**src/rtl/simon_core_arbiter.sv**
```systemverilog
// simon_core_arbiter
//   Time-shares one simon_top encrypt/decrypt core between NREQ requesters
//   (requester 0 = RAS spill/fill engine, requester 1 = MMIO crypto client).
//   Round-robin arbitration; the owner keeps its grant from issue until it
//   consumes its result. Operands are not latched here: the core captures
//   them on valid_i & ready_o while the requester holds them stable.
// Ports
//   clk, arst_n                     clock, asynchronous active-low reset
//   req_valid/ready/mode/pt/key     request side, requester n at slice n
//   rsp_valid/rsp_ready, rsp_ct     response handshake per requester, shared result bus
//   core_valid_i/mode_i/pt_i/key_i  to simon_top
//   core_ready_o/valid_o/ct_o       from simon_top
//   core_ready_i                    to simon_top (result consumed)
//   grant, busy                     one-hot owner, FSM not idle
//   err_timeout, err_clr            sticky slow-core flag and its synchronous clear
module simon_core_arbiter #(
    parameter int W       = 32,
    parameter int NKW     = 4,
    parameter int NREQ    = 2,
    parameter int TIMEOUT = 1024
) (
    input  logic                  clk,
    input  logic                  arst_n,
    input  logic [NREQ-1:0]       req_valid,
    output logic [NREQ-1:0]       req_ready,
    input  logic [NREQ-1:0]       req_mode,
    input  logic [NREQ*2*W-1:0]   req_pt,
    input  logic [NREQ*NKW*W-1:0] req_key,
    output logic [NREQ-1:0]       rsp_valid,
    input  logic [NREQ-1:0]       rsp_ready,
    output logic [2*W-1:0]        rsp_ct,
    output logic                  core_valid_i,
    output logic                  core_mode_i,
    output logic [2*W-1:0]        core_pt_i,
    output logic [NKW*W-1:0]      core_key_i,
    input  logic                  core_ready_o,
    input  logic                  core_valid_o,
    output logic                  core_ready_i,
    input  logic [2*W-1:0]        core_ct_o,
    output logic [NREQ-1:0]       grant,
    output logic                  busy,
    output logic                  err_timeout,
    input  logic                  err_clr
);
    localparam int PW = (NREQ > 1) ? $clog2(NREQ) : 1;
    localparam int CW = $clog2(TIMEOUT + 1);
    localparam logic [CW-1:0] CNT_LAST = CW'(TIMEOUT - 1);
    localparam logic [CW-1:0] CNT_MAX  = CW'(TIMEOUT);

    typedef enum logic [1:0] {S_IDLE, S_ISSUE, S_BUSY, S_RESP} state_e;

    state_e          state_q, state_d;
    logic [NREQ-1:0] grant_q, grant_d;
    logic [PW-1:0]   rr_ptr_q, rr_ptr_d;
    logic [CW-1:0]   busy_cnt_q, busy_cnt_d;
    logic            err_q, err_d;

    // rr_ptr doubles as the owner index while a grant is held
    logic             sel_valid, sel_mode, sel_rsp_ready;
    logic [2*W-1:0]   sel_pt;
    logic [NKW*W-1:0] sel_key;
    logic             found;
    logic [PW-1:0]    win;
    logic [NREQ-1:0]  win_oh;

    always_comb begin
        sel_valid     = 1'b0;
        sel_mode      = 1'b0;
        sel_rsp_ready = 1'b0;
        sel_pt        = '0;
        sel_key       = '0;
        for (int n = 0; n < NREQ; n++) begin
            if (rr_ptr_q == PW'(n)) begin
                sel_valid     = req_valid[n];
                sel_mode      = req_mode[n];
                sel_rsp_ready = rsp_ready[n];
                sel_pt        = req_pt[n*2*W +: 2*W];
                sel_key       = req_key[n*NKW*W +: NKW*W];
            end
        end
    end

    // Circular search starting one past the last winner; outer loop order
    // gives priority, so the first hit in rotation wins.
    always_comb begin
        found  = 1'b0;
        win    = rr_ptr_q;
        win_oh = '0;
        for (int i = 1; i <= NREQ; i++) begin
            for (int n = 0; n < NREQ; n++) begin
                if (!found && req_valid[n] && (((int'(rr_ptr_q) + i) % NREQ) == n)) begin
                    found = 1'b1;
                    win   = PW'(n);
                end
            end
        end
        win_oh[win] = 1'b1;
    end

    always_comb begin
        state_d      = state_q;
        grant_d      = grant_q;
        rr_ptr_d     = rr_ptr_q;
        busy_cnt_d   = busy_cnt_q;
        err_d        = err_clr ? 1'b0 : err_q;
        req_ready    = '0;
        rsp_valid    = '0;
        rsp_ct       = '0;
        core_valid_i = 1'b0;
        core_mode_i  = 1'b0;
        core_pt_i    = '0;
        core_key_i   = '0;
        core_ready_i = 1'b0;
        unique case (state_q)
            S_IDLE: begin
                if (found) begin
                    grant_d  = win_oh;
                    rr_ptr_d = win;
                    state_d  = S_ISSUE;
                end
            end
            S_ISSUE: begin
                core_valid_i = sel_valid;
                core_mode_i  = sel_mode;
                core_pt_i    = sel_pt;
                core_key_i   = sel_key;
                if (!sel_valid) begin
                    // withdrawn before the core took it; pointer keeps the winner
                    grant_d = '0;
                    state_d = S_IDLE;
                end else if (core_ready_o) begin
                    req_ready  = grant_q;
                    busy_cnt_d = '0;
                    state_d    = S_BUSY;
                end
            end
            S_BUSY: begin
                // counter runs one past the trip point so a cleared flag stays clear
                if (busy_cnt_q != CNT_MAX) busy_cnt_d = busy_cnt_q + 1'b1;
                if (busy_cnt_q == CNT_LAST) err_d = 1'b1;
                if (core_valid_o) state_d = S_RESP;
            end
            S_RESP: begin
                rsp_valid    = grant_q & {NREQ{core_valid_o}};
                rsp_ct       = core_ct_o;
                core_ready_i = sel_rsp_ready & core_valid_o;
                if (core_ready_i) begin
                    grant_d = '0;
                    state_d = S_IDLE;
                end
            end
            default: state_d = S_IDLE;
        endcase
    end

    always_ff @(posedge clk or negedge arst_n) begin
        if (!arst_n) begin
            state_q    <= S_IDLE;
            grant_q    <= '0;
            rr_ptr_q   <= PW'(NREQ - 1);
            busy_cnt_q <= '0;
            err_q      <= 1'b0;
        end else begin
            state_q    <= state_d;
            grant_q    <= grant_d;
            rr_ptr_q   <= rr_ptr_d;
            busy_cnt_q <= busy_cnt_d;
            err_q      <= err_d;
        end
    end

    assign grant       = grant_q;
    assign busy        = (state_q != S_IDLE);
    assign err_timeout = err_q;

endmodule

```
**config.mk**
```make
export PLATFORM = sky130hd
export DESIGN_NAME = simon_core_arbiter
export DESIGN_NICKNAME = d
export VERILOG_FILES = /design/src/rtl/simon_core_arbiter.sv
export SDC_FILE = /design/constraint.sdc
export NUM_CORES = 1
export LEC_CHECK = 0
export BUFFER_PORTS_ARGS = -buffer_cell sky130_fd_sc_hd__buf_2
export CAP_MARGIN = 20
export CORE_AREA = 3 3 282 284
export DETAILED_ROUTE_END_ITERATION = 12
export DIE_AREA = 0 0 285 287
export GPL_TIMING_DRIVEN = 0
export PLACE_DENSITY = 0.3
export SYNTH_ARGS = -nofsm -noshare
export SYNTH_HDL_FRONTEND = slang
export SYNTH_SLANG_ARGS = --single-unit
```
**constraint.sdc**
```tcl
create_clock -name clk -period 4.3 [get_ports clk]
set_input_delay 0.215 -clock clk [delete_from_list [all_inputs] [get_ports clk]]
set_output_delay 0.215 -clock clk [all_outputs]
set_load 0.05 [all_outputs]
```
==> metrics.csv, run 1 <==
metric,value,unit
status,finished clean,
synth_area,4310,sq um
seq_area_frac_synth,0.0990,
relSlewSlack,0.392,
clk_latency,0.25,ns
synth.avg_cell_area,7.01,sq um
clkSinkCount,17,
whs_path_depth,2,
drt_iter0_markers,204,
start_util,0.0557,
cts-root-buf,clkbuf_16,
layout_common_cells,"buf_2, nor2_1, mux2i_1",
gr-total-overflow,0,
synth_top_area_frac,0.455,
synth.distinct_cells,35,
min_from,err_clr,
required,4.09,ns
finalClockSkew,0.00253,ns
multiInputGateArea,3570,sq um
drive_above_1_share,0.579,
coreArea,77300,sq um
final_core_util,0.121,
critPathMaxFanout,10,
gp_congestion,0.947,
synth_top_cell_by_area,mux2i_1,
floorplan.die_area,81800,sq um
leakage,5.88,nW
min_to,err_timeout$_DFF_PN0_,
ant_nets,0,
hold_viol,0,
hold_buffers,1,
final.fill_count,9248,
rows,102,
cp-end-kind,output pin,
wire_per_inst,19.9,um
syn_to_final_growth,118,%
setup_ws,1.34,ns
post-route-drc-count,0,
worstReg2RegEnd,grant[0]$_DFFE_PN0P_,
grt_start_max_net_pins,18,
fmax,338,MHz
grt_antenna_before_repair,39,
cts_buffers,3,
cts_tree,built,
fp.dieW,285,um
ys_ff_latch,17,
yosysWarnings,0,
track_usage,0.107,
via_per_inst,3.20,
register_area,427,sq um
r2r_slack,2.23,ns
cts_setup_buffers,0,
finalWirelength,47800,um
startpoint_type,flip-flop,
final_nets,1808,
worstMarginPinSlew,0.912,ns
hpwlAfterDp,44400,um
cts.path.max_buffers,2,
netlist_instances,615,
finalCritPeriodShare,0.688,
synth_nets,1076,
synth_area_leaders,"mux2i_1, nor2_1, and3_1, dfrtp_1, buf_2",
slew_viol_final,0,
numPortBuffers,725,
clk_pin_slew,0.05,ns
setup_viol,0,
min_period,2.96,ns
worstSetupPathType,reg2out,
final_common_cell,buf_2,
p_per_area,869,nW/um^2
io_pins,726,
grt_pass1_vias,8130,
grt_pass1_wl,62400,um
cp.arrival,2.74,ns
min_path_type,in2reg,
r2r.worst_path.cells,5,
cts_resized,0,
rsz0062_at_grt,no,
first_pass_iters,4,
fin_tns_setup,0,ns
dr_total_vias,7695,
htree_num_levels,1,
setup.worst_path.start,rr_ptr_q$_DFFE_PN1P_,
dp_slack,1.41,ns
r2r-start,rr_ptr_q$_DFFE_PN1P_,
die_h,287,um
cap_violations,0,
peakVddDrop,0.357,mV
## stage by stage
| stage | area (sq um) | hold WS [ns] | total power, W | std cells |
|---|---|---|---|---|
| final | 9380 | 0.140 | 0.00815 | 2401 |
| after global routing | 9350 | 0.133 | 0.00861 | 2390 |
| after floorplan | 4310 | -0.0806 | 0.00585 | 615 |
| after CTS | 9340 | 0.140 | 0.00830 | 2386 |
| after global placement | 9240 | 0.178 | 0.00807 | 2380 |
| after detailed placement | 9250 | 0.181 | 0.00809 | 2381 |
## synthesized netlist by cell type, drive strengths merged
| master | n |
|---|---|
| a31oi | 1 |
| buf | 44 |
| nor4 | 2 |
| mux2 | 3 |
| and3 | 69 |
| dfstp | 1 |
| o31ai | 1 |
| a31o | 1 |
| or4 | 1 |
| ha | 2 |
| nand2 | 11 |
| nand4 | 1 |
| o211a | 1 |
| xnor2 | 4 |
| o21ai | 4 |
| a41oi | 1 |
| nor2 | 204 |
| mux2i | 196 |
| nor2b | 2 |
| nand2b | 2 |
| and2 | 3 |
| o21a | 1 |
| a21o | 2 |
| a21oi | 5 |
| o211ai | 1 |
| nor3 | 4 |
| nor3b | 1 |
| nand3 | 4 |
| dfrtp | 16 |
| nand3b | 1 |
| or3 | 2 |
| inv | 8 |
| clkbuf | 16 |
## cell type report
type,instances,area share
plain buffers,60,0.0305
inverters,8,0.00320
clock buffers,4,0.00840
repair buffers,727,0.389
flip-flops and latches,17,0.0455
well taps,1040,0.139
multi-input cells,530,0.380
diodes,15,0.00400
## critical path, cell delays in order (launching register included)
cell     delay [ns]
dfstp_2        0.51
buf_2          0.37
buf_2          0.44
buf_2          0.40
mux2i_1        0.13
nor2_1         0.31
buf_2          0.34
## where the power goes
part / total (W) / switching [W] / internal [W]
Clock: 0.000186 / 0.0000605 / 0.000126
Combinational: 0.00772 / 0.00588 / 0.00184
Sequential: 0.000241 / 0.0000388 / 0.000202
Total: 0.00815 / 0.00598 / 0.00217
## flip-flops by register name, indices dropped and copies added, names as in the netlist, named ones only
name / flops
busy_cnt_q: 11
err_timeout: 1
grant: 2
rr_ptr_q: 1
state_q: 1
## cell families (layout without fill, tap and decap cells)
family / after synthesis / after routing / share of synthesized area
AOI/OAI and AO/OA: 18 / 18 / 0.0282
xor gates and xnor gates: 4 / 4 / 0.00813
adders and majority gates: 2 / 2 / 0.00581
buffers and inverters: 68 / 799 / 0.0735
DFF: 17 / 17 / 0.0990
muxes: 199 / 199 / 0.463
other: 0 / 15 / 0
and+or+nand+nor: 307 / 307 / 0.322
## routing by layer
metal  routed length, um  up-vias  track usage
met3                5520       72       0.0435
met4                1320       12       0.0200
met5                  72        -            0
met1               17900     3525        0.118
li1                    -     3586            -
met2               23100      500        0.194
## how the worst max path moves through the flow
| stage | endpoint | cells past startpoint |
|---|---|---|
| 3_5_place_dp | core_pt_i[60] | 6 |
| 6_report | core_pt_i[60] | 6 |
| 5_1_grt | core_pt_i[60] | 6 |
| 2_1_floorplan | core_ready_i | 3 |
| 4_1_cts | core_pt_i[60] | 6 |
| 3_3_place_gp | core_pt_i[60] | 6 |
(Power assumes the default switching activity.)
==> run 2: changes to the inputs <==
--- a/config.mk
+++ b/config.mk
@@ -7,9 +7,9 @@
 export LEC_CHECK = 0
 export BUFFER_PORTS_ARGS = -buffer_cell sky130_fd_sc_hd__buf_2
 export CAP_MARGIN = 20
-export CORE_AREA = 3 3 282 284
+export CORE_AREA = 3 3 283 285
 export DETAILED_ROUTE_END_ITERATION = 12
-export DIE_AREA = 0 0 285 287
+export DIE_AREA = 0 0 286 288
 export GPL_TIMING_DRIVEN = 0
 export PLACE_DENSITY = 0.3
 export SYNTH_ARGS = -nofsm -noshare
==> constraint.sdc (replaced) <==
create_clock -name clk -period 2.81 [get_ports clk]
set_input_delay 0.1405 -clock clk [delete_from_list [all_inputs] [get_ports clk]]
set_output_delay 0.1405 -clock clk [all_outputs]
set_load 0.05 [all_outputs]
==> metrics.csv, run 2 (synthesis results as in run 1) <==
metric,value,unit,change
status,finished clean,,unchanged
worstMarginPinSlew,1.04,ns,was 0.912 ns
cp.arrival,2.61,ns,was 2.74 ns
fin_tns_setup,0,ns,unchanged
grt_pass1_wl,69400,um,was 62400 um
layout_common_cells,"buf_2, nor2_1, mux2i_1",,unchanged
cp-end-kind,output pin,,unchanged
multiInputGateArea,3590,sq um,was 3570 sq um
finalWirelength,54500,um,was 47800 um
grt_start_max_net_pins,18,,unchanged
cap_violations,0,,unchanged
min_path_type,in2reg,,unchanged
peakVddDrop,0.706,mV,was 0.357 mV
dr_total_vias,7739,,was 7695
startpoint_type,flip-flop,,unchanged
register_area,427,sq um,unchanged
drt_iter0_markers,210,,was 204
gp_congestion,0.952,,was 0.947
clk_pin_slew,0.06,ns,was 0.05 ns
fmax,364,MHz,
clkSinkCount,17,,unchanged
cts-root-buf,clkbuf_16,,unchanged
critPathMaxFanout,10,,unchanged
ant_nets,0,,unchanged
numPortBuffers,725,,unchanged
setup_viol,0,,unchanged
design_area,9420,sq um,was 9380 sq um
setup_ws,0.0619,ns,was 1.34 ns
via_per_inst,3.21,,was 3.20
p_per_area,1350,nW/um^2,was 869 nW/um^2
final_nets,1807,,was 1808
worstSetupPathType,reg2out,,unchanged
hold_viol,0,,unchanged
finalCritPeriodShare,0.978,,
leakage,5.87,nW,was 5.88 nW
cts.path.max_buffers,2,,unchanged
syn_to_final_growth,118,%,about the same
final.fill_count,9278,,was 9248
rows,102,,unchanged
cts_buffers,3,,unchanged
relSlewSlack,0.307,,was 0.392
grt_pass1_vias,8115,,was 8130
top_register,busy_cnt_q,,unchanged
track_usage,0.122,,was 0.107
final_common_cell,buf_2,,unchanged
post-route-drc-count,0,,unchanged
gr-total-overflow,0,,unchanged
drive_above_1_share,0.581,,was 0.579
cts_setup_buffers,0,,unchanged
clk_latency,0.25,ns,about the same
die_h,288,um,was 287 um
dp_slack,-0.317,ns,was 1.41 ns
place_area,9240,sq um,was 9250 sq um
min_period,2.75,ns,
finalClockSkew,0.00215,ns,was 0.00253 ns
wire_per_inst,22.6,um,was 19.9 um
io_pins,726,,unchanged
start_util,0.0555,,was 0.0557
cts_tree,built,,unchanged
fp.dieW,286,um,was 285 um
floorplan.die_area,82400,sq um,was 81800 sq um
grt_antenna_before_repair,51,,was 39
coreArea,77600,sq um,was 77300 sq um
first_pass_iters,4,,unchanged
htree_num_levels,1,,unchanged
hpwlAfterDp,50800,um,was 44400 um
required,2.67,ns,was 4.09 ns
largest_reg_flops,11,,unchanged
slew_viol_final,0,,unchanged
## run 2: cell types whose count changed in the layout (fill, tap and decap cells not counted), sizes merged
cell / change
buf: -2
clkbuf: +1
diode: +8
## run 2: layer usage
layer | up-vias | global-route usage | wire (um)
li1 | 3596 | - | -
met1 | 3540 | 0.137 | 20600
met2 | 517 | 0.228 | 27500
met3 | 70 | 0.0352 | 4870
met4 | 16 | 0.0229 | 1420
met5 | - | 0 | 103
## run 2: timing repair
action                                  in CTS  in global routing
endpoints found under the hold margin       16                  0
hold buffers                                 1                  0
resized for setup                            6                  2
endpoints found under the setup margin      29                  2
## run 2: power breakdown
group | leakage (nW) | switching [W] | internal, W
clock network | 0.0383 | 0.000101 | 0.000193
registers | 0.226 | 0.0000647 | 0.000309
logic | 5.61 | 0.00919 | 0.00282
total | 5.87 | 0.00935 | 0.00332
## run 2: final cells by class
class	count	area share
antenna	23	0.00611
inverter	8	0.00319
tap	1040	0.138
multi-input combinational	530	0.381
sequential	17	0.0453
buffer	60	0.0315
timing repair buffer	726	0.386
clock buffer	4	0.00837
## run 2: critical path, cell delays in order (launching register included)
cell and delay (ns):
dfstp_2 0.51, buf_4 0.30, buf_2 0.32, buf_2 0.42
mux2i_1 0.43, nor2_1 0.12, buf_2 0.23
## run 2: path summary, 6_finish.rpt
kind                       slack, ns                     to                  start  cells past startpoint
max in group asynchronous       2.12   rr_ptr_q$_DFFE_PN1P_                 arst_n                      2
setup reg to reg                0.81   grant[0]$_DFFE_PN0P_   rr_ptr_q$_DFFE_PN1P_                      5
hold / removal                  0.07  err_timeout$_DFF_PN0_                err_clr                      2
hold reg to reg                 0.54  err_timeout$_DFF_PN0_  err_timeout$_DFF_PN0_                      2
setup / recovery                0.06         core_key_i[52]   rr_ptr_q$_DFFE_PN1P_                      6
min in group asynchronous       0.36  err_timeout$_DFF_PN0_                 arst_n                      2
## run 2: stage by stage
stage | instances | hold slack (ns) | total power (W) | utilization
final | 2408 | 0.0680 | 0.0127 | 0.121
after global routing | 2392 | 0.0696 | 0.0134 | 0.121
after CTS | 2385 | 0.0648 | 0.0129 | 0.121
after detailed placement | 2380 | 0.106 | 0.0125 | 0.119
after global placement | 2380 | 0.103 | 0.0125 | 0.119
after floorplan | 615 | -0.155 | 0.00896 | -
